==> src/rtl/pipe_hazard_ctrl.sv <==
// Stall/flush controller for the 5-stage pipeline: load-use stalls, branch flushes, and a supervised data-memory freeze.
// Optional HAZ_PERF_CNT_EN adds free-running stall/flush event counters.
module pipe_hazard_ctrl #(
  parameter int REG_W   = 5,
  parameter int TIMEOUT = 255,
  parameter int CNT_W   = 8
) (
  input  logic             clk,
  input  logic             rst_i,
  input  logic             start_i,
  input  logic             idex_memread_i,
  input  logic [REG_W-1:0] idex_rd_i,
  input  logic [REG_W-1:0] ifid_rs1_i,
  input  logic [REG_W-1:0] ifid_rs2_i,
  input  logic             ifid_uses_rs2_i,
  input  logic             branch_taken_i,
  input  logic             dmem_req_i,
  input  logic             dmem_ack_i,
  output logic             pc_write_o,
  output logic             if_stall_o,
  output logic             if_flush_o,
  output logic             id_bubble_o,
  output logic             mem_stall_o,
  output logic             mem_start_o,
  output logic             err_o
`ifdef HAZ_PERF_CNT_EN
  ,
  output logic [31:0]      stall_cnt_o,
  output logic [31:0]      flush_cnt_o
`endif
);

  typedef enum logic [1:0] {S_IDLE, S_RUN, S_WAIT, S_HALT} state_t;

  state_t           r_state;
  logic [CNT_W-1:0] r_cnt;
  logic             r_err;

  logic w_hazard;
  logic w_mem_freeze;
  logic w_run_rules;

  assign w_hazard = idex_memread_i && (idex_rd_i != '0) &&
                    ((idex_rd_i == ifid_rs1_i) ||
                     (ifid_uses_rs2_i && (idex_rd_i == ifid_rs2_i)));

  // A zero-wait hit (req and ack together) never freezes the pipeline.
  assign w_mem_freeze = dmem_req_i && !dmem_ack_i;

  always_comb begin
    w_run_rules = 1'b0;
    pc_write_o  = 1'b0;
    if_stall_o  = 1'b0;
    if_flush_o  = 1'b0;
    id_bubble_o = 1'b0;
    mem_stall_o = 1'b0;
    mem_start_o = 1'b0;
    case (r_state)
      S_RUN: begin
        if (w_mem_freeze) begin
          mem_stall_o = 1'b1;
          mem_start_o = 1'b1;
        end else begin
          w_run_rules = 1'b1;
        end
      end
      S_WAIT: begin
        if (dmem_ack_i) w_run_rules = 1'b1;
        else            mem_stall_o = 1'b1;
      end
      S_HALT:  mem_stall_o = 1'b1;
      default: ;
    endcase
    // Load-use wins over a taken branch; ID re-resolves the branch after the bubble.
    if (w_run_rules) begin
      if (w_hazard) begin
        if_stall_o  = 1'b1;
        id_bubble_o = 1'b1;
      end else begin
        pc_write_o = 1'b1;
        if_flush_o = branch_taken_i;
      end
    end
  end

  assign err_o = r_err;

  always_ff @(posedge clk or posedge rst_i) begin
    if (rst_i) begin
      r_state <= S_IDLE;
      r_cnt   <= '0;
      r_err   <= 1'b0;
    end else begin
      case (r_state)
        S_IDLE: if (start_i) r_state <= S_RUN;
        S_RUN: begin
          if (w_mem_freeze) begin
            r_state <= S_WAIT;
            r_cnt   <= '0;
          end else if (!start_i) begin
            r_state <= S_IDLE;
          end
        end
        S_WAIT: begin
          if (dmem_ack_i) begin
            r_state <= S_RUN;
          end else if (r_cnt == CNT_W'(TIMEOUT - 1)) begin
            r_state <= S_HALT;
            r_err   <= 1'b1;
          end else begin
            r_cnt <= r_cnt + CNT_W'(1);
          end
        end
        default: r_state <= S_HALT;
      endcase
    end
  end

`ifdef HAZ_PERF_CNT_EN
  logic [31:0] r_stall_cnt;
  logic [31:0] r_flush_cnt;

  always_ff @(posedge clk or posedge rst_i) begin
    if (rst_i) begin
      r_stall_cnt <= '0;
      r_flush_cnt <= '0;
    end else begin
      if (((r_state == S_RUN) || (r_state == S_WAIT)) && !pc_write_o)
        r_stall_cnt <= r_stall_cnt + 32'd1;
      if (if_flush_o)
        r_flush_cnt <= r_flush_cnt + 32'd1;
    end
  end

  assign stall_cnt_o = r_stall_cnt;
  assign flush_cnt_o = r_flush_cnt;
`endif

endmodule

==> config.mk <==
export PLATFORM = sky130hd
export DESIGN_NAME = pipe_hazard_ctrl
export DESIGN_NICKNAME = d
export VERILOG_FILES = /design/src/rtl/pipe_hazard_ctrl.sv
export SDC_FILE = /design/constraint.sdc
export NUM_CORES = 1
export LEC_CHECK = 0
export BUFFER_PORTS_ARGS = -buffer_cell sky130_fd_sc_hd__buf_2
export CORE_ASPECT_RATIO = 2
export CORE_MARGIN = 10
export CORE_UTILIZATION = 30
export CTS_BUF_LIST = sky130_fd_sc_hd__clkbuf_4 sky130_fd_sc_hd__clkbuf_8
export DETAILED_ROUTE_END_ITERATION = 7
export PLACE_DENSITY = 0.49
export SYNTH_ARGS = -nofsm -noshare
export SYNTH_HDL_FRONTEND = slang
export SYNTH_SLANG_ARGS = --single-unit
export TNS_END_PERCENT = 50
==> constraint.sdc <==
create_clock -name clk -period 5.63 [get_ports clk]
set_input_delay 1.126 -clock clk [delete_from_list [all_inputs] [get_ports clk]]
set_output_delay 1.126 -clock clk [all_outputs]
set_load 0.05 [all_outputs]
# --- Yosys cells after proc, flatten, opt, wreduce, memory -nomap -nowiden ---
# Cells that the tools add are included.
classes:
  n_bitwise: 1
  reduce_logical: 12
  n_eq_ne: 12
  n_addsub: 1
  n_mux: 23
ops:
  columns: ["operator", "n"]
  rows:
  - ["$mux 8", 3]
  - ["$pmux 8 s2", 1]
  - ["$mux 1", 11]
  - ["$eq 5x5->1", 2]
  - ["$mux 2", 5]
  - ["$add 8x1->8 const B", 1]
  - ["$eq 8x8->1 const B", 1]
  - ["$ne 2x2->1 const B", 4]
  - ["$ne 3x3->1 const B", 2]
  - ["$pmux 2 s3", 1]
  - ["$reduce_and 3->1", 2]
  - ["$reduce_bool 5->1", 1]
  - ["$eq 2x2->1 const B", 2]
  - ["$logic_and 1x1->1", 4]
  - ["$reduce_and 4->1", 1]
  - ["$pmux 1 s3", 1]
  - ["$eq 2x1->1 const B", 1]
  - ["$logic_not 2->1", 1]
  - ["$pmux 1 s2", 1]
  - ["$reduce_bool 2->1", 1]
  - ["$logic_not 1->1", 1]
  - ["$logic_or 1x1->1", 1]
  - ["$not 1->1", 1]
word_totals:
  word_cells: 52
  ff_bits: 11
  output_inout_bits: 7

# --- Logic depth before layout (Yosys ltp) ---
# Gate-level depths: netlist of the first run.
depth:
  depth_word: 6
  mapped_depth: 7

# --- Worst setup path after synthesis of the first run ---
# Ideal clock, no wire load.
synth_path:
  path_type: "input port to output port"
  startpoint: "input port idex_rd_i[1]"
  endpoint: "output port if_flush_o"
  path_slack_ns: 1.512
  cell_stages: 3
  t_required_ns: 4.504
  arrival_time_ns: 2.992
  cell_sequence: "or4_1 -> o21a_1 -> a211oi_1"
synth_via:
  elab_chain_cells: 6
  word_cells_on_any_way: 9
  classes_between: "eq/ne (2); mux (2); reduce/logical (5)"
synth_rtl:
  columns: ["item", "line_no", "source"]
  rows:
  - ["from (decl)", "12", "input logic [REG_W-1:0] idex_rd_i,"]
  - ["$eq 5x5->1", "45", "(ifid_uses_rs2_i && (idex_rd_i == ifid_rs2_i)));"]
  - ["$logic_and 1x1->1", "45", null]
  - ["$logic_or 1x1->1", "44", "((idex_rd_i == ifid_rs1_i) ||"]
  - ["$logic_and 1x1->1 (*)", "43", "assign w_hazard = idex_memread_i && (idex_rd_i != '0) &&"]
  - ["$mux 1 (*)", "76", "if (w_hazard) begin"]
  - ["$mux 1 (*)", "75", "if (w_run_rules) begin"]
  - ["to (decl)", "21", "output logic if_flush_o,"]
# Mark *: on every way between the ends. The rest lies on a longest branch, timed or not.

# --- Worst setup path after layout of the first run ---
# Ends and elaborated chain as after synthesis.

==> metrics.cfg, run 1 <==
[clocking]
htreeDepth=1
cts.clk_slew.worst_paths_ps=50
root_buffer=clkbuf_8
clock_latency_ps=240
clkSinkCount=11
post_cts_buffers=0
cts_max_path_buffers=2
cts_resized=0
cts_tree=yes
hold_buffers=0
cts_buffers=3

[power_and_ir_drop]
pwr_density_cell_mw_per_mm2=360.1
leakage_nw=0.5104
peakVddDrop_mv=0.1773

[grt]
grt_pass1_vias=800
antenna_found_initial=0
overflow=0
top_usage_layer=met2
grt.total_usage_pct=8.586
grt_max_degree=15
grtUsageMet1_pct=8.295
met3_usage_pct=2.770
grt_pass1_wl_mm=3.788
grt_use_met2_pct=15.20

[setup_path]
cpMostUsedCell=buf_2
cp-start-kind=input port
path_max_fanout=3
r2r_cells=6
slowest_delay_ps=520
worstPathBufferInverterCount=2
crit_chain=buf_2 > or4_1 > o21a_1 > a211oi_1 > buf_2
crit_cells=5
worstPathArrival_ps=2460
crit_type=input port to primary output
crit_path_end_kind=primary output
crit_family=simple AND/OR/NAND/NOR gates
worst_path_max_delay_cell=or4_1
required_ps=4500

[detailed_routing]
firstDrtPassIters=4
drc=0
drt_iter0_drc=17
wire_per_inst_um=14.83
num_vias=842
viasPerCell=5.263
finalWirelength_mm=2.372
ant_nets=0

[logic_synthesis]
ys_warn_count=0
seq_area_frac_synth_pct=31.88
synth_area_um2=863.3
synth_common_cells=11 x dfrtp_1, 10 x xnor2_1, 9 x nand2_1
synth_area_leader_cell=dfrtp_1
synthArstFlopShare_pct=100.0
synth_area_leaders=dfrtp_1 32%, ha_1 10%, xnor2_1 10%
syn-instance-count=100
synth_top_area_share_pct=31.88
yosysMostFrequentCell=dfrtp_1
synth_ff_type=dfrtp_1
synthDistinctLibCells=31
syn_nets=130
synth_edf_count=0
ys_seq_elements=11
syn_avg_cell_area_um2=8.633

[place]
gp_congestion=0.7068
io_buffers=29
placed_cells=156
dp_hpwl_mm=1.985

[sta]
finalClockSkew_ps=1.416
maxSlewHeadroom_pct=52.24
fin_crit_sh_pct=63.65
drv_slew=0
tns_ps=0
worst_slew_pin_slew_ps=710.9
hold_viol=0
min_period_ps=3583
finalSetupViolCount=0
fmax_mhz=279.1
rsz0062_at_grt=no

[floorplan]
ios=30
die_height_um=95.87
start_util_pct=31.17
rows=27
die_w_um=57.93
core_mm2=0.002770
dieArea_mm2=0.005553

[worst_hold_path]
worstHoldPathCells=1
hold_class=register to register

[cells_and_area]
syn_to_final_growth_pct=25.22
layout.nets=162
fillerInstances=293
antenna-diode-count=0
finalNonFillerCells=160
layout-drive-gt1-share_pct=26.72

[outcome]
status=complete, no violations

[job]
maxCapViolations=0

==> metal layers <==
metal | share of wire, % | vias up | wire [um]
met5 | 0 | - | 0
met4 | 2.3 | 0 | 54
met3 | 8.1 | 5 | 192
met2 | 49 | 31 | 1159
met1 | 41 | 379 | 965
li1 | - | 427 | -
==> state kept, by name, indices dropped and copies added, names as in the netlist <==
register,flops
err_o,1
r_cnt,8
r_state,2
==> stage by stage <==
step	utilization (%)	cell area (um^2)	worst slack, ps	hold WS [ps]	total power (W)
finish	39.02	1081	2047	453.9	0.0003893
global route	39.02	1081	1985	478.3	0.0004193
detailed placement	37.26	1032	2041	451.9	0.0003080
global placement	37.26	1032	2058	435.3	0.0003057
CTS	39.02	1081	2034	463.1	0.0003939
floorplan	-	863.3	1512	488.9	0.0002562
==> cells in the final DEF, fill, tap and decap left out, drive strengths merged, types with 3 or more instances in the layout <==
| master | Yosys | final |
|---|---|---|
| o21ai | 8 | 8 |
| nand3 | 4 | 4 |
| clkbuf | 0 | 4 |
| nor2 | 3 | 3 |
| a21oi | 7 | 7 |
| or3 | 4 | 4 |
| or4 | 3 | 3 |
| inv | 7 | 7 |
| nand4 | 3 | 3 |
| buf | 2 | 29 |
| dfrtp | 11 | 11 |
| and4 | 3 | 3 |
| xnor2 | 10 | 10 |
| nand2 | 9 | 9 |
| ha | 7 | 7 |
==> kinds of logic after synthesis <==
kind of cell             after synthesis  synth area share [%]
AO/OA/AOI/OAI                         25                 17.39
XOR/XNOR                              10                 10.14
adder cells (fa/ha/maj)                7                 10.14
buffers and inverters                  9                 4.493
flip-flops                            11                 31.88
multiplexers                           2                 2.319
AND/OR/NAND/NOR                       36                 23.62
==> report_power, final <==
group	internal [W]	switching (W)
clock	0.0000546	0.0000307
sequential	0.0000925	0.0000138
combinational	0.0000658	0.000132
==> worst paths after layout <==
check,start,to,slack (ps)
max,idex_rd_i[1],if_flush_o,2050
min,err_o,err_o,450
max reg2reg,r_state[0],r_cnt[7],3430
min reg2reg,err_o,err_o,450
max in group asynchronous,rst_i,r_cnt[7],4450
min in group asynchronous,rst_i,r_state[1],880
==> layout make-up <==
cell class | instances | area (um^2) | area share (%)
inverter | 7 | 26.28 | 2.431
tap | 29 | 36.28 | 3.356
sequential | 11 | 275.3 | 25.46
multi-input combinational | 80 | 549.3 | 50.81
clock buffer | 4 | 48.80 | 4.514
timing repair buffer | 29 | 145.1 | 13.43
Note: power is estimated with default switching activity, not from simulation.
==> run 2, diff against run 1 <==
PLACE_DENSITY = 0.5   (was 0.49)
clock period = 3.2 ns   (was 5.63 ns; I/O delays follow)
==> metrics.cfg, run 2 (same netlist as run 1, synthesis figures left out) <==
[outcome]
status=complete, no violations

[cells_and_area]
syn_to_final_growth_pct=25.22  ; unchanged
layout-drive-gt1-share_pct=26.72  ; unchanged
antenna-diode-count=0  ; unchanged
layout.nets=162  ; unchanged
final_common_cell=buf_2
largest_register_ffs=8  ; unchanged
layout_common_cells=29 x buf_2, 11 x dfrtp_1, 10 x xnor2_1
top_register=r_cnt

[clocking]
root_buffer=clkbuf_8
cts_tree=yes
hold_buffers=0  ; unchanged
clkSinkCount=11  ; unchanged
cts_resized=0  ; unchanged
cts_max_path_buffers=2  ; unchanged
cts.clk_slew.worst_paths_ps=50  ; about the same
cts_buffers=3  ; unchanged
htreeDepth=1  ; unchanged
clock_latency_ps=240  ; about the same
post_cts_buffers=0  ; unchanged

[floorplan]
die_w_um=57.93  ; unchanged
core_mm2=0.002770  ; unchanged
die_height_um=95.87  ; unchanged
start_util_pct=31.17  ; unchanged
dieArea_mm2=0.005553  ; unchanged
rows=27  ; unchanged
ios=30  ; unchanged

[place]
io_buffers=29  ; unchanged
gp_congestion=0.7327  ; +3.7%
dp_hpwl_mm=2.035  ; +2.5%

[setup_path]
path_max_fanout=3  ; unchanged
crit_chain=buf_2 > or4_1 > o21a_1 > a211oi_1 > buf_2
required_ps=2560  ; -1940 ps
cpMostUsedCell=buf_2
worstPathArrival_ps=1970  ; -490 ps
crit_type=input port to primary output
worst_path_max_delay_cell=or4_1
crit_path_end_kind=primary output
cp-start-kind=input port
slowest_delay_ps=510  ; about the same

[power_and_ir_drop]
pwr_density_cell_mw_per_mm2=629.7  ; +75%
leakage_nw=0.5104  ; unchanged
finalPower_w=0.0006807  ; +75%
peakVddDrop_mv=0.2477  ; +40%

[worst_hold_path]
hold_class=input port to asynchronous set/reset pin

[sta]
worst_slew_pin_slew_ps=745.7  ; +34.76 ps
finalClockSkew_ps=3.275  ; +1.860 ps
fin_crit_sh_pct=81.65
maxSlewHeadroom_pct=49.90  ; -2.3 points
tns_ps=0  ; unchanged
rsz0062_at_grt=no
fmax_mhz=382.7
finalSetupViolCount=0  ; unchanged
hold_viol=0  ; unchanged
min_period_ps=2613
drv_slew=0  ; unchanged

[detailed_routing]
wire_per_inst_um=15.09  ; +1.8%
num_vias=841  ; -0.12%
drt_iter0_drc=5  ; -12
viasPerCell=5.256  ; -0.12%
drc=0  ; unchanged
ant_nets=0  ; unchanged
firstDrtPassIters=4  ; unchanged
finalWirelength_mm=2.415  ; +1.8%

[grt]
grt_pass1_vias=880  ; +10%
grt_max_degree=15  ; unchanged
grt.total_usage_pct=8.654  ; +0.069 points
grt_pass1_wl_mm=3.926  ; +3.6%
overflow=0  ; unchanged
antenna_found_initial=0  ; unchanged

[job]
maxCapViolations=0  ; unchanged

## run 2: cell counts in the layout (fill, tap and decap cells not counted)
Identical to the previous run, type by type.
## run 2: final cells by class
cell class	instances	area, um^2
fill	304	1689
multi-input combinational	80	549.3
timing repair buffer	29	145.1
inverter	7	26.28
clock buffer	4	48.80
sequential	11	275.3
tap	29	36.28
## run 2: critical path: cells and delay by family
| kind | cells | cell delay (ps) |
|---|---|---|
| AOI/OAI and AO/OA | 2 | 410 |
| buffers and inverters | 2 | 420 |
| and+or+nand+nor | 1 | 510 |
## run 2: per-layer routing
layer / wire, um / GRT usage, % / part of all wire [%]
met1: 873 / 7.422 / 36
met2: 1272 / 17.09 / 53
met3: 248 / 3.430 / 10
met4: 20 / 2.953 / 0.83
met5: 0 / 0 / 0
## run 2: worst paths after layout
path                               from         end  slack (ps)  cells after the start
hold reg to reg                   err_o       err_o         450                      1
min in group clk                  err_o       err_o         450                      1
hold / removal                    rst_i    r_cnt[6]         400                      2
max in group asynchronous         rst_i    r_cnt[5]        2500                      2
setup / recovery           idex_rd_i[1]  if_flush_o         590                      5
setup reg to reg             r_state[0]    r_cnt[7]        1010                      6
## run 2: power by group
part | switching, W | internal [W]
logic | 0.000231 | 0.000115
clock network | 0.0000522 | 0.0000960
registers | 0.0000237 | 0.000163
total | 0.000307 | 0.000374
## run 2: stage by stage
stage               hold WS (ps)  instance area [um^2]  util [%]  cells  setup slack [ps]
global placement           434.8                  1032     37.26    156             603.7
global route               429.4                  1081     39.02    160             495.3
CTS                        413.3                  1081     39.02    160             570.0
finish                     395.3                  1081     39.02    160             587.3
floorplan                  488.9                 863.3         -    100             53.84
detailed placement         439.6                  1032     37.26    156             577.1
